File: config.mk
export PLATFORM = sky130hd
export DESIGN_NAME = trig_record_reader
export DESIGN_NICKNAME = d
export VERILOG_FILES = /design/src/rtl/trig_record_reader.sv
export SDC_FILE = /design/constraint.sdc
export NUM_CORES = 1
export LEC_CHECK = 0
export BUFFER_PORTS_ARGS = -buffer_cell sky130_fd_sc_hd__buf_4
export CORE_ASPECT_RATIO = 2
export CORE_MARGIN = 5
export CORE_UTILIZATION = 45
export CTS_CLUSTER_DIAMETER = 200
export DETAILED_ROUTE_END_ITERATION = 7
export PLACE_DENSITY = 0.65
export SETUP_SLACK_MARGIN = 0.1
export SYNTH_ARGS = -nofsm -noshare
export SYNTH_HDL_FRONTEND = slang
export SYNTH_SLANG_ARGS = --single-unit
export TNS_END_PERCENT = 100
File: constraint.sdc
create_clock -name clk -period 5.12 [get_ports clk]
set_input_delay 1.28 -clock clk [delete_from_list [all_inputs] [get_ports clk]]
set_output_delay 1.28 -clock clk [all_outputs]
set_load 0.02 [all_outputs]
File: src/rtl/trig_record_reader.sv
// trig_record_reader: reads one spill's trigger words back from the recorder RAM
// and frames them as a valid/ready stream: header, records, trailer.
module trig_record_reader #(
  parameter int ADDR_W  = 16,
  parameter int RAM_LAT = 2
) (
  input  logic              clk,
  input  logic              rst,
  input  logic              start,
  input  logic [31:0]       ntrig,
  input  logic [1:0]        spill,
  output logic [ADDR_W-1:0] raddr,
  output logic              ren,
  input  logic [31:0]       rdata,
  output logic [31:0]       dout,
  output logic              dout_valid,
  input  logic              dout_ready,
  output logic              busy,
  output logic              done,
  output logic              start_missed,
  output logic              ovf
);

  typedef enum logic [1:0] {IDLE, HDR, READ, TRL} state_t;

  // Skid FIFO holds every word that can be in flight, so nothing returning is lost.
  localparam int DEPTH = RAM_LAT + 1;
  localparam int CW    = 4;
  localparam int PW    = 3;
  localparam logic [32:0]     MAX_RECS = 33'd1 << ADDR_W;
  localparam logic [ADDR_W:0] CNT_ONE  = {{ADDR_W{1'b0}}, 1'b1};
  localparam logic [PW-1:0]   PTR_ONE  = {{(PW-1){1'b0}}, 1'b1};
  localparam logic [PW-1:0]   LAST_PTR = PW'(DEPTH - 1);
  localparam logic [CW-1:0]   DEPTH_C  = CW'(DEPTH);

  state_t state, state_next;

  logic [ADDR_W:0]  cnt, sent, issued, cnt_in, sent_inc;
  logic [1:0]       spill_q;
  logic             ovf_in, accept, pop, push, issue, can_issue, trl_xfer;
  logic [RAM_LAT-1:0] pipe;
  logic [31:0]      fifo_mem [DEPTH];
  logic [PW-1:0]    wr_ptr, rd_ptr;
  logic [CW-1:0]    occ, inflight, pending;
  logic [16:0]      cnt_field, sent_field;
  logic [31:0]      header, trailer;

  assign ovf_in     = {1'b0, ntrig} > MAX_RECS;
  assign cnt_in     = ovf_in ? MAX_RECS[ADDR_W:0] : ntrig[ADDR_W:0];
  assign accept     = start && (state == IDLE);
  assign push       = pipe[RAM_LAT-1];
  assign pop        = (state == READ) && (occ != '0) && dout_ready;
  assign trl_xfer   = (state == TRL) && dout_ready;
  assign sent_inc   = sent + CNT_ONE;
  assign cnt_field  = 17'(cnt);
  assign sent_field = 17'(sent);
  assign header     = {4'hA, 1'b0, ovf, spill_q, 7'b0, cnt_field};
  assign trailer    = {4'hE, 11'b0, sent_field};
  assign busy       = (state != IDLE);
  assign ren        = issue;
  assign raddr      = issued[ADDR_W-1:0];

  // Count reads still travelling through the RAM, including the one landing this cycle.
  always_comb begin
    inflight = '0;
    for (int i = 0; i < RAM_LAT; i++) begin
      inflight = inflight + {{(CW-1){1'b0}}, pipe[i]};
    end
  end

  // Credit check: a word popped this cycle frees its slot immediately, keeping 1 word/cycle.
  always_comb begin
    pending   = occ + inflight - {{(CW-1){1'b0}}, pop};
    can_issue = (issued < cnt) && (pending < DEPTH_C);
  end

  // Next-state and stream outputs; the first read goes out on the header handshake.
  always_comb begin
    state_next = state;
    dout       = '0;
    dout_valid = 1'b0;
    issue      = 1'b0;
    case (state)
      IDLE: begin
        if (start) state_next = HDR;
      end
      HDR: begin
        dout       = header;
        dout_valid = 1'b1;
        if (dout_ready) begin
          issue      = can_issue;
          state_next = (cnt != '0) ? READ : TRL;
        end
      end
      READ: begin
        if (occ != '0) begin
          dout       = fifo_mem[rd_ptr];
          dout_valid = 1'b1;
        end
        issue = can_issue;
        if (pop && (sent_inc == cnt)) state_next = TRL;
      end
      TRL: begin
        dout       = trailer;
        dout_valid = 1'b1;
        if (dout_ready) state_next = IDLE;
      end
      default: state_next = IDLE;
    endcase
  end

  // State register plus the per-spill latches and counters.
  always_ff @(posedge clk) begin
    if (rst) begin
      state        <= IDLE;
      cnt          <= '0;
      sent         <= '0;
      issued       <= '0;
      spill_q      <= '0;
      ovf          <= 1'b0;
      done         <= 1'b0;
      start_missed <= 1'b0;
    end else begin
      state <= state_next;
      done  <= trl_xfer;
      if (start && (state != IDLE)) start_missed <= 1'b1;
      if (accept) begin
        cnt     <= cnt_in;
        ovf     <= ovf_in;
        spill_q <= spill;
        sent    <= '0;
        issued  <= '0;
      end
      if (issue) issued <= issued + CNT_ONE;
      if (pop)   sent   <= sent_inc;
    end
  end

  // Shadow of the RAM read latency; clearing it on reset discards data still in flight.
  always_ff @(posedge clk) begin
    if (rst) begin
      pipe <= '0;
    end else begin
      pipe[0] <= issue;
      for (int i = 1; i < RAM_LAT; i++) begin
        pipe[i] <= pipe[i-1];
      end
    end
  end

  // Skid FIFO pointers and occupancy, wrapping at the non-power-of-two depth.
  always_ff @(posedge clk) begin
    if (rst) begin
      wr_ptr <= '0;
      rd_ptr <= '0;
      occ    <= '0;
    end else begin
      if (push) wr_ptr <= (wr_ptr == LAST_PTR) ? '0 : wr_ptr + PTR_ONE;
      if (pop)  rd_ptr <= (rd_ptr == LAST_PTR) ? '0 : rd_ptr + PTR_ONE;
      occ <= occ + {{(CW-1){1'b0}}, push} - {{(CW-1){1'b0}}, pop};
    end
  end

  // Skid FIFO storage; returning RAM words are captured as they land.
  always_ff @(posedge clk) begin
    if (push) fifo_mem[wr_ptr] <= rdata;
  end

endmodule

; ---- After elaboration in Yosys (flattened, before gate mapping)
; Memory sizes are Yosys's and may differ from the RTL's. A register that Yosys moved wholly into a read port is not among the register bits.
; Index checks and enable logic that the tools add are counted.
[word_totals]
reg_bits = 70
mem_bits_rw = 96
output_inout_bits = 54
wordCells = 72
mem_count = 1
[classes]
add_sub_neg = 9
order_cmp = 3
eq_ne = 10
mux = 22
n_reduce_logical = 15
[memory_table]
columns = memory, words, word_bits, rd, rd_ports_with_merged_regs, write_ports, line_no
row1 = fifo_mem, 3, 32, 1, 1, 1, 42  ; logic [31:0] fifo_mem [DEPTH];
[ops]
columns = op, count
row1 = $pmux 32 s3, 1
row2 = $mux 17, 4
row3 = $add 17x1->17 const B, 2
row4 = $gt 32x17->1 const B, 1
row5 = $mux 32, 1
row6 = $eq 17x17->1, 1
row7 = $lt 17x17->1, 1
row8 = $reduce_bool 17->1, 1
row9 = $mux 2, 6
row10 = $pmux 2 s4, 1
row11 = $sub 4x1->4, 2
row12 = $logic_and 1x1->1, 7
row13 = $add 3x1->3 const B, 2
row14 = $eq 3x2->1 const B, 2
row15 = $mux 3, 2
row16 = $ne 2x2->1 const B, 3
row17 = $reduce_bool 2->1, 3
row18 = $mux 1, 5
row19 = $add 4x1->4, 1
row20 = $add 4x2->4, 1
row21 = $eq 2x2->1 const B, 2
row22 = $lt 4x2->1 const B, 1
row23 = $pmux 1 s2, 2
row24 = $reduce_and 4->1, 1
row25 = other kinds (6), 6

; ---- Longest topological paths before layout
; Gate-level depths: netlist (run 1).
[depth]
ltp_word = 9
ltp_mapped = 17

; ---- Worst setup path before layout (run 1)
; Ideal clock, no wire load.
[synth_path]
path_type = input to output
start = input port dout_ready
end = output port ren
arrival_time_ns = 3.662
required_time_ns = 3.840
setup_slack_ns = 0.178
cell_stages = 11
n_path_buf = 2
cell_sequence = and3_1 clkbuf_1 clkbuf_1 nor2_1 nor2_1 fa_1 fa_1 o211ai_1 nor3_1 nand4b_1 a21oi_1
[synth_between]
elab_chain_len = 6
[synth_rtl]
columns = element, line_no
row1 = "start, declared", 17  ; input logic dout_ready,
row2 = $logic_and 1x1->1, 52  ; assign pop = (state == READ) && (occ != '0) && dout_ready;
row3 = $sub 4x1->4, 73  ; pending = occ + inflight - {{(CW-1){1'b0}}, pop};
row4 = $lt 4x2->1, 74  ; can_issue = (issued < cnt) && (pending < DEPTH_C);
row5 = $logic_and 1x1->1, 74
row6 = $mux 1, 90  ; if (dout_ready) begin
row7 = $pmux 1 s2 (*), 83  ; case (state)
row8 = "end, declared", 13  ; output logic ren,
; Every way passes the cells marked *; elsewhere a longest branch is shown, timed or not.

; ---- Final worst setup path (run 1)
; Same ends and word-level chain as after synthesis.

==> key figures, run 1 <==
Outcome
  • Outcome: complete, no violations

Cells and area
  • Share of layout cells above drive strength 1: 0.1996
  • Fillers: 1705
  • # diodes: 0
  • Fin cells: roughly 1200
  • Nets: approximately 1000
  • Design area: between 10000 and 15000 µm²
  • Area delta synth->final: 18.98%

STA
  • Relative slew slack: 0.3209
  • Period utilization: 0.9505
  • Fmax: approximately 210 MHz
  • Final setup violation count: 0
  • Worst setup margin: 0.2536 ns
  • Tmin final: 4.866 ns
  • Least-Margin Pin Slew: 1.019 ns
  • Setup TNS: 0 ns
  • Final Hold Fails: 0
  • RSZ-0062 raised after global routing: false
  • Final hold slack: approximately 0.47 ns
  • Worst clock skew: about 0.009 ns
  • Number of max-slew violations in the final report: 0

Power and ir drop
  • Peak VDD IR: 357.6 µV
  • LEAKAGE: roughly 0.0037 µW
  • Pwr Density: between 300 and 400 nW/µm²

CTS
  • CTS root buf: clkbuf_16
  • Clk slew on worst S/H paths: ~0.07 ns
  • CTS Buf Count: 17
  • Clock latency on the worst-skew pair: 0.43 ns
  • Clk sinks: 168
  • Setup Buffers After CTS: 0
  • Max clock buf depth: 2
  • CTS tree: done
  • H-tree levels: 4

Logic synthesis
  • Count leader, synth: nor2_1
  • Post-synthesis cell type count: 64
  • FFs w/ async S/R, synth: 0
  • Area leader, netlist: edfxtp_1
  • Syn Inst Count: around 840
  • Syn Nets: between 900 and 1000
  • Share of the synthesized area in the top cell type: 0.3411
  • Syn_area_per_cell: just over 10 µm²
  • Primary FF master, synth: edfxtp_1
  • Post-synth EDFFs: 96
  • Mapped Area: 8452 µm²
  • Top cells by area, synth: edfxtp_1 (34%), dfxtp_1 (17%), nor2_1 (4.5%), ha_1 (4.0%), mux2i_1 (3.9%)
  • Number of synthesized register bits: ~170
  • Top cells by count, synth: nor2_1 (101), edfxtp_1 (96), dfxtp_1 (72)
  • Sequential area share after synthesis: 0.5116
  • YS warnings: 0

Worst setup path
  • Slowest-stage cell, CP: fa_1
  • Worst path bufs/invs: 3
  • Critical Path, Cell by Cell: buf_4 > and3_1 > nand2_1 > inv_1 > nor2_1 > fa_1 > fa_1 > o211ai_1 > nor3_1 > nand4b_1 > a21oi_2 > buf_4
  • Delay-heaviest family, CP: adder cells
  • Data required, critical path: about 3.8 ns
  • CP Capture Type: primary output
  • CP Class: primary input to primary output
  • CP max stage delay: about 0.50 ns
  • Crit path depth: 12
  • Worst Setup EP: ren
  • Reg2reg path depth: 16
  • Startpoint Class: primary input
  • FF-to-FF End: issued[8]
  • Worst R2R Setup Slack: 1.32 ns
  • Critical Path AT: ~3.6 ns
  • Max FO, Critical Path: 5
  • Worst R2R Start: occ[2]
  • Setup crit start: dout_ready

Global route
  • Pin count of the biggest net entering global routing: 54
  • Initial antenna violation count: 0
  • First-pass GRT wire length: between 30 and 40 mm
  • Aggregate global-route resource usage: 0.2153
  • Vias in the first global route: ~6600
  • Final global-route overflow total: 0

Detailed routing
  • Drt wl/cell: 19.84 µm
  • WL final: between 20 and 25 mm
  • Via density: around 5.8
  • Via count: roughly 6700
  • 1st-iter DRT viols: around 480
  • DRC violations left: 0
  • DR WL met2: between 10 and 15 mm
  • Pre-antenna DRT Iters: 6
  • DRT met1 WL: ~8.4 mm
  • Top routing layer in use: met4
  • Antenna viol nets, final: 0
  • Metal3 WL: roughly 1.2 mm

Floorplanning
  • Initial core utilization: 0.4531
  • Core Box Area: ~19000 µm²
  • Die width: around 110 µm
  • I/O pins: 124
  • Row cnt: 71
  • Die Span Y: slightly above 200 µm
  • Die area: 21790 µm²

Placed design
  • I/O Buffers: ~120
  • Placed Instances: 1124
  • Pre-CTS setup slack: about 0.21 ns
  • RD Place Congestion: around 0.94
  • Dpl hpwl: 16.70 mm
  • Placed cell area: ~9400 µm²

Run
  • Max cap viols: 0

Hold path
  • Worst Hold Class: flop to flop
[final cells by class]
cell class / instances / area, µm² / area share
Clock buffer: 18 / 429.2 / 0.04268
Clock inverter: 14 / 182.7 / 0.01817
Inverter: 33 / 123.9 / 0.01232
Multi-Input combinational cell: 567 / 3691 / 0.3671
Sequential cell: 168 / 4327 / 0.4303
Tap cell: 219 / 274.0 / 0.02725
Timing Repair Buffer: 137 / 1028 / 0.1023
[routing by layer]
| metal | vias up | GRT usage |
|---|---|---|
| li1 | 3236 | - |
| met5 | - | 0 |
| met4 | 0 | 0.09785 |
| met1 | 3150 | 0.2408 |
| met3 | 43 | 0.04363 |
| met2 | 237 | 0.3880 |
[stage by stage]
step	util	power, µW
final	0.5390	3350
after global routing	0.5390	3470
after global placement	0.5060	2030
after CTS	0.5388	3366
after floorplan	-	1807
after detailed placement	0.5060	2037
[report_power, final]
part	switching [µW]	internal, µW	total, µW
logic	367	173	540
registers	24.5	1450	1470
clock network	591	746	1340
[worst register-to-register path, delay by kind of cell (launching register included)]
kind | cells | cell delay (ns)
adders and majority gates | 3 | 1.06
buffers and inverters | 3 | 0.43
DFF | 1 | 0.30
AOI/OAI and AO/OA | 3 | 0.61
and+or+nand+nor | 7 | 1.32
[kinds of logic (layout without fill, tap and decap cells)]
group           count (synthesis)  after routing  synth area share
compound gates                179            179            0.1426
buf+inv                       101            202           0.05477
xor+xnor                       29             29           0.03005
mux                            35             35           0.04175
flops                         168            168            0.5116
simple gates                  294            294            0.1722
fa+ha+maj                      30             30           0.04708
[sequential cells by signal, indices dropped and copies added, names as in the netlist, named ones only]
signal        cells
cnt              17
done              1
fifo_mem         96
issued           17
occ               4
ovf               1
pipe              2
rd_ptr            3
sent             17
spill_q           2
start_missed      1
state             2
wr_ptr            3
[worst min-delay path by stage]
stage               start          to  slack [ns]  cells after the start
3_5_place_dp   spill_q[1]  spill_q[1]        0.45                      2
6_report       spill_q[1]  spill_q[1]        0.47                      2
3_3_place_gp   spill_q[0]  spill_q[0]        0.44                      2
5_1_grt        spill_q[0]  spill_q[0]        0.51                      2
2_1_floorplan  spill_q[0]  spill_q[0]        0.44                      2
4_1_cts        spill_q[1]  spill_q[1]        0.47                      2
[timing repair]
item / 4_1_cts / 5_1_grt
hold buffers: 0 / 0
hold endpoints to repair: 0 / 0
resized for setup: 0 / 1
endpoints found under the setup margin: 0 / 1
[layout by cell type (no fill, tap or decap), types with 4 or more instances in the layout]
master | Yosys | layout
nand2_1 | 61 | 61
ha_1 | 27 | 27
a21o_1 | 9 | 9
inv_6 | 0 | 4
xor2_1 | 9 | 9
nor4_1 | 19 | 19
nand3_1 | 20 | 20
xnor2_1 | 20 | 20
nor2b_1 | 5 | 5
edfxtp_1 | 96 | 96
nand2b_1 | 4 | 4
o21ai_0 | 44 | 44
and4_1 | 5 | 5
and3_1 | 16 | 16
inv_1 | 33 | 33
buf_4 | 21 | 137
or3_1 | 7 | 7
a221o_1 | 11 | 11
nor3_1 | 18 | 16
mux2i_1 | 33 | 33
clkbuf_16 | 0 | 17
nor2_1 | 101 | 100
a21oi_1 | 50 | 49
nand3b_1 | 8 | 8
inv_8 | 0 | 5
nand4_1 | 9 | 9
dfxtp_1 | 72 | 70
a222oi_1 | 17 | 17
a22oi_1 | 22 | 22
Note: power is estimated with default switching activity, not from simulation.
==> inputs of run 2 (changes only) <==
clock period = 5.35 ns   (was 5.12 ns; I/O delays follow)
==> run 2 against run 1 <==
Via count fell by 0.47%. Core utilization shrank 0.16 points. Largest power group unchanged. Worst setup slack better by 0.049 ns. Largest cell class unchanged.
==> key figures, run 2 (synthesis results as in run 1) <==
Outcome
  • Outcome: complete, no violations

Global route
  • Pin count of the biggest net entering global routing: 54 (unchanged)
  • First-pass GRT wire length: 35.69 mm (-1.0%)
  • Vias in the first global route: 6601 (+0.50%)
  • Aggregate global-route resource usage: 0.2129 (-0.002411)
  • Initial antenna violation count: 0 (unchanged)
  • Final global-route overflow total: 0 (unchanged)

Placed design
  • Placed Instances: 1123 (-0.089%)
  • I/O Buffers: 123 (unchanged)
  • Dpl hpwl: 16.60 mm (-0.59%)
  • RD Place Congestion: 0.9861 (+4.6%)

Worst setup path
  • Slowest-stage cell, CP: fa_1
  • CP Capture Type: primary output
  • Critical Path AT: 3.71 ns (+0.12 ns)
  • Max FO, Critical Path: 7 (+2)
  • Crit path depth: 12 (unchanged)
  • CP max stage delay: 0.50 ns (about the same)
  • Startpoint Class: primary input
  • Data required, critical path: 4.01 ns (+0.17 ns)
  • Delay-heaviest family, CP: adder cells
  • Critical Path, Cell by Cell: buf_4 > and3_2 > nand2_1 > inv_1 > nor2_1 > fa_1 > fa_1 > o211ai_1 > nor3_1 > nand4b_1 > a21oi_1 > buf_4
  • Reg2reg path depth: 16 (unchanged)
  • Worst path bufs/invs: 3 (unchanged)
  • Worst R2R Setup Slack: 1.50 ns (+0.18 ns)
  • CP Class: primary input to primary output

CTS
  • CTS root buf: clkbuf_16
  • CTS Buf Count: 17 (unchanged)
  • H-tree levels: 4 (unchanged)
  • Clk sinks: 168 (unchanged)
  • Clock latency on the worst-skew pair: 0.44 ns (about the same)
  • Clk slew on worst S/H paths: 0.07 ns (about the same)
  • CTS tree: done
  • Setup Buffers After CTS: 0 (unchanged)
  • PostCTS Resize Cnt: 0 (unchanged)
  • Cts hold-fix bufs: 0 (unchanged)
  • Max clock buf depth: 2 (unchanged)

Detailed routing
  • Antenna viol nets, final: 0 (unchanged)
  • Via density: 5.745 (-0.38%)
  • WL final: 22.70 mm (-1.0%)
  • 1st-iter DRT viols: 471 (-2.5%)
  • Drt wl/cell: 19.66 µm (-0.91%)
  • Via count: 6635 (-0.47%)
  • DRC violations left: 0 (unchanged)
  • Pre-antenna DRT Iters: 5 (-1)

Cells and area
  • Top reg by flops: fifo_mem
  • Fillers: 1678 (-1.6%)
  • Share of layout cells above drive strength 1: 0.1987 (-0.0008552)
  • Max reg flops: 96 (unchanged)
  • Fin cells: 1155 (-0.087%)
  • Most frequent cells in the layout: buf_4 (136), nor2_1 (100), edfxtp_1 (96)
  • # diodes: 0 (unchanged)
  • Commonest non-fill, non-tap cell in the layout: buf_4
  • Area delta synth->final: 18.62%
  • Nets: 1023 (-0.098%)

Hold path
  • Worst Hold Class: flop to flop
  • WHS Path Cells: 2 (unchanged)

Floorplanning
  • I/O pins: 124 (unchanged)
  • Die area: 21790 µm² (unchanged)
  • Initial core utilization: 0.4531 (unchanged)
  • Die width: 106.9 µm (unchanged)
  • Row cnt: 71 (unchanged)
  • Core Box Area: 18660 µm² (unchanged)
  • Die Span Y: 203.8 µm (unchanged)

STA
  • Number of max-slew violations in the final report: 0 (unchanged)
  • Least-Margin Pin Slew: 1.062 ns (+0.04373 ns)
  • Worst clock skew: 0.008407 ns (-0.0003465 ns)
  • Final setup violation count: 0 (unchanged)
  • RSZ-0062 raised after global routing: false
  • Period utilization: 0.9433
  • Final Hold Fails: 0 (unchanged)
  • Setup TNS: 0 ns (unchanged)
  • Tmin final: 5.047 ns
  • Relative slew slack: 0.2918 (-0.02915)
  • Fmax: 198.1 MHz

Power and ir drop
  • LEAKAGE: 0.003691 µW (-0.18%)
  • Peak VDD IR: 340.8 µV (-4.7%)
  • Pwr Density: 316.2 nW/µm² (-5.1%)

Run
  • Max cap viols: 0 (unchanged)
## run 2: cell count changes in the layout (fill, tap and decap cells not counted), sizes merged
cell	delta
inv	-2
buf	-1
clkinv	+4
clkinvlp	-2
## run 2: worst register-to-register path, stage by stage (launching register included)
cell      delay [ns]
dfxtp_1         0.30
inv_1           0.07
ha_1            0.13
or3b_2          0.49
and3_2          0.29
nor2_1          0.10
nor2_1          0.06
fa_1            0.41
fa_1            0.50
o211ai_1        0.08
nor3_1          0.18
nand4b_1        0.15
a21oi_1         0.21
buf_4           0.16
nor3_2          0.04
buf_4           0.22
a221o_1         0.35
## run 2: stage by stage
step / area, µm² / setup WS (ns) / util / hold WS (ns) / total power [µW]
finish: 10030 / 0.3031 / 0.5374 / 0.4627 / 3170
global route: 10030 / 0.1281 / 0.5374 / 0.4807 / 3277
CTS: 10020 / 0.2226 / 0.5374 / 0.4627 / 3184
detailed placement: 9433 / 0.2444 / 0.5056 / 0.4508 / 1949
global placement: 9433 / 0.2959 / 0.5056 / 0.4463 / 1946
floorplan: 8452 / 0.2929 / - / 0.4368 / 1729
## run 2: report_power, final
part           internal, µW  switching [µW]
sequential             1390            22.9
clock                   702             542
combinational           166             352
total                  2250             916
## run 2: worst paths after layout
check / from / endpoint
worst max register to register: occ[2] / issued[2]
worst min register to register: spill_q[0] / spill_q[0]
worst max-delay path: dout_ready / ren
worst min-delay path: spill_q[0] / spill_q[0]
## run 2: metal layers
metal / up-vias / share of wire / track usage
met4: 0 / 0.051 / 0.1157
met5: - / 0 / 0
met2: 214 / 0.53 / 0.3812
met3: 57 / 0.048 / 0.03984
li1: 3234 / - / -
met1: 3130 / 0.37 / 0.2339
## run 2: cell type report
cell class | instances | area [µm²] | area share
clock buffer | 18 | 429.2 | 0.04281
clock inverter | 14 | 162.7 | 0.01622
inverter | 33 | 123.9 | 0.01235
multi-input combinational | 567 | 3689 | 0.3679
sequential | 168 | 4327 | 0.4315
tap | 219 | 274.0 | 0.02733
timing repair buffer | 136 | 1021 | 0.1018
==> inputs of run 3 (changes only) <==
ABC_AREA = 1   (was default)
SETUP_SLACK_MARGIN = default   (was 0.1)
==> run 3 against run 2 <==
Non-clock buffer count down 4. Total power up 2.8%. Synthesized cell count up 22%. Worst setup slack better by 0.26 ns. Combinational power up 15%. Cell count up 20%. Fmax up 5.5%. Global-route usage down 0.069 points. Die area up 2.0%. Sequential share of layout area down 0.97 points. Clock-buffer cell count down 1. Critical path type unchanged. Critical endpoint unchanged.
==> key figures, run 3 <==
Power and ir drop
  • Pwr Density: 318.0 nW/µm² (+0.57%)
  • Peak VDD IR: 271.6 µV (-20%)
  • LEAKAGE: 0.003935 µW (+6.6%)
  • Total power: 3260 µW (+2.8%)

Logic synthesis
  • FFs w/ async S/R, synth: 0 (unchanged)
  • YS warnings: 0 (unchanged)
  • Mapped Area: 8633 µm² (+2.1%)
  • Share of the synthesized area in the top cell type: 0.3339 (-0.007168)
  • Syn Nets: 1119 (+20%)
  • Top cells by area, synth: edfxtp_1 (33%), dfxtp_1 (17%), nand2_1 (13%), ha_1 (3.9%), nor2_1 (3.7%)
  • Count leader, synth: nand2_1
  • Primary FF master, synth: edfxtp_1
  • Syn_area_per_cell: 8.472 µm² (-16%)
  • Post-synth EDFFs: 96 (unchanged)
  • Post-synthesis cell type count: 44 (-31%)
  • Area leader, netlist: edfxtp_1
  • Sequential area share after synthesis: 0.5009 (-0.01075)
  • Top cells by count, synth: nand2_1 (294), edfxtp_1 (96), nor2_1 (84)
  • Syn Inst Count: 1019 (+22%)
  • Number of synthesized register bits: 168 (unchanged)

STA
  • Fmax: 209.1 MHz (+5.5%)
  • Final Hold Fails: 0 (unchanged)
  • Relative slew slack: 0.3474 (+0.05563)
  • Least-Margin Pin Slew: 0.9774 ns (-0.08488 ns)
  • Tmin final: 4.783 ns (-0.2636 ns)
  • Final setup violation count: 0 (unchanged)
  • Setup TNS: 0 ns (unchanged)
  • Number of max-slew violations in the final report: 0 (unchanged)
  • RSZ-0062 raised after global routing: false
  • Period utilization: 0.8941 (-0.04928)
  • Worst clock skew: 0.008670 ns (+0.0002634 ns)

Detailed routing
  • DRC violations left: 0 (unchanged)
  • 1st-iter DRT viols: 378 (-20%)
  • Via density: 5.310 (-7.6%)
  • WL final: 23.11 mm (+1.8%)
  • Drt wl/cell: 16.71 µm (-15%)
  • Pre-antenna DRT Iters: 6 (+1)
  • Antenna viol nets, final: 0 (unchanged)
  • Via count: 7344 (+11%)

CTS
  • Clk slew on worst S/H paths: 0.06 ns (about the same)
  • CTS tree: done
  • Setup Buffers After CTS: 0 (unchanged)
  • Clock latency on the worst-skew pair: 0.43 ns (about the same)
  • H-tree levels: 4 (unchanged)
  • Clk sinks: 168 (unchanged)
  • CTS root buf: clkbuf_16
  • Cts hold-fix bufs: 0 (unchanged)
  • CTS Buf Count: 17 (unchanged)
  • Max clock buf depth: 2 (unchanged)
  • PostCTS Resize Cnt: 0 (unchanged)

Cells and area
  • Sequential cell area: 4324 µm² (about the same)
  • Top reg by flops: fifo_mem
  • Most frequent cells in the layout: nand2_1 (294), buf_4 (132), edfxtp_1 (96)
  • Commonest non-fill, non-tap cell in the layout: nand2_1
  • Max reg flops: 96 (unchanged)
  • Footprint of the multi-input gates: 3686 µm² (about the same)
  • Area delta synth->final: 18.74% (about the same)
  • # diodes: 0 (unchanged)
  • Fillers: 1798 (+7.2%)
  • Share of layout cells above drive strength 1: 0.1924 (-0.006342)
  • Nets: 1215 (+19%)

Floorplanning
  • Core Box Area: 18830 µm² (+0.95%)
  • Die area: 22220 µm² (+2.0%)
  • Die Span Y: 205.9 µm (+1.0%)
  • Row cnt: 71 (unchanged)
  • I/O pins: 124 (unchanged)
  • Die width: 107.9 µm (+0.97%)
  • Initial core utilization: 0.4584 (+0.005359)

Worst setup path
  • Max FO, Critical Path: 9 (+2)
  • Worst R2R Setup Slack: 2.03 ns (+0.53 ns)
  • Worst R2R Start: state[0]
  • Critical Path, Cell by Cell: buf_4 > nand3_2 > xor2_1 > fa_1 > fa_1 > nand2_1 > nand3b_1 > nor4_1 > nand2_1 > inv_2 > buf_4
  • Data required, critical path: 4.01 ns (about the same)
  • Delay-heaviest family, CP: adder cells
  • CP max stage delay: 0.41 ns (-0.09 ns)
  • Critical Path AT: 3.45 ns (-0.26 ns)
  • Slowest-stage cell, CP: fa_1
  • Startpoint Class: primary input
  • CP Capture Type: primary output
  • CP Class: primary input to primary output
  • Worst path bufs/invs: 3 (unchanged)
  • Reg2reg path depth: 15 (-1)
  • FF-to-FF End: issued[14]

Global route
  • Pin count of the biggest net entering global routing: 65 (+20%)
  • Initial antenna violation count: 0 (unchanged)
  • First-pass GRT wire length: 36.15 mm (+1.3%)
  • Aggregate global-route resource usage: 0.2122 (-0.0006858)
  • Final global-route overflow total: 0 (unchanged)
  • Vias in the first global route: 7045 (+6.7%)

Hold path
  • Worst Hold Class: flop to flop
  • WHS Path Cells: 2 (unchanged)
  • HP Start: start_missed
  • Hold Path End: start_missed

Placed design
  • Dpl hpwl: 17.16 mm (+3.3%)
  • I/O Buffers: 123 (unchanged)
  • RD Place Congestion: 0.9020 (-8.5%)

Run
  • Max cap viols: 0 (unchanged)

Outcome
  • Outcome: complete, no violations
==> run 3: changes by cell type after synthesis, sizes merged, moves of 9 or more <==
cell,change
a21oi,+14
a221o,-11
a222oi,-17
a22oi,-20
a31oi,+35
and3,-17
clkbuf,-9
inv,+55
mux2i,-33
nand2,+249
nand3,+36
nor4,-16
xnor2,-12
==> run 3: cells by family after synthesis <==
logic type | synth area share
compound gates | 0.1157
fa+ha+maj | 0.04609
flops | 0.5009
buf+inv | 0.07304
simple gates | 0.2481
xor+xnor | 0.01623
==> run 3: final cells by class <==
cell class | instances | area share
sequential | 168 | 0.4218
multi-input combinational | 707 | 0.3596
timing repair buffer | 132 | 0.09667
clock buffer | 17 | 0.04150
inverter | 89 | 0.03259
tap | 255 | 0.03112
clock inverter | 15 | 0.01672
==> run 3: per-stage QoR <==
stage | hold slack (ns) | cells | setup WS, ns | instance area, µm² | util
2_1_floorplan | 0.4412 | 1019 | 0.7414 | 8633 | -
3_3_place_gp | 0.4591 | 1351 | 0.5892 | 9654 | 0.5126
3_5_place_dp | 0.4707 | 1351 | 0.5437 | 9654 | 0.5126
4_1_cts | 0.4869 | 1383 | 0.5527 | 10250 | 0.5443
5_1_grt | 0.5165 | 1383 | 0.4145 | 10250 | 0.5443
6_report | 0.4798 | 1383 | 0.5667 | 10250 | 0.5443
==> run 3: worst max-delay path by stage <==
stage / start / endpoint / slack (ns) / depth (start not counted)
floorplan: dout_ready / ren / 0.74 / 9
global placement: dout_ready / ren / 0.59 / 11
detailed placement: dout_ready / ren / 0.54 / 10
CTS: dout_ready / ren / 0.55 / 11
global route: dout_ready / ren / 0.41 / 11
finish: dout_ready / ren / 0.57 / 11
==> run 3: power by group <==
group	internal, µW	total, µW	switching, µW
clock	669	1240	571
combinational	202	598	396
sequential	1400	1420	26.3
==> run 3: tightest hold or removal path, cell delays in order (launching register included) <==
cell and delay (ns):
dfxtp_1 0.33, a21oi_1 0.04, nor2_1 0.07
==> run 3: per-layer routing <==
metal	part of all wire	track usage	wire, µm
met1	0.37	0.2274	8494
met2	0.54	0.3943	12590
met3	0.041	0.03376	950
met4	0.047	0.1070	1078
met5	0	0	0
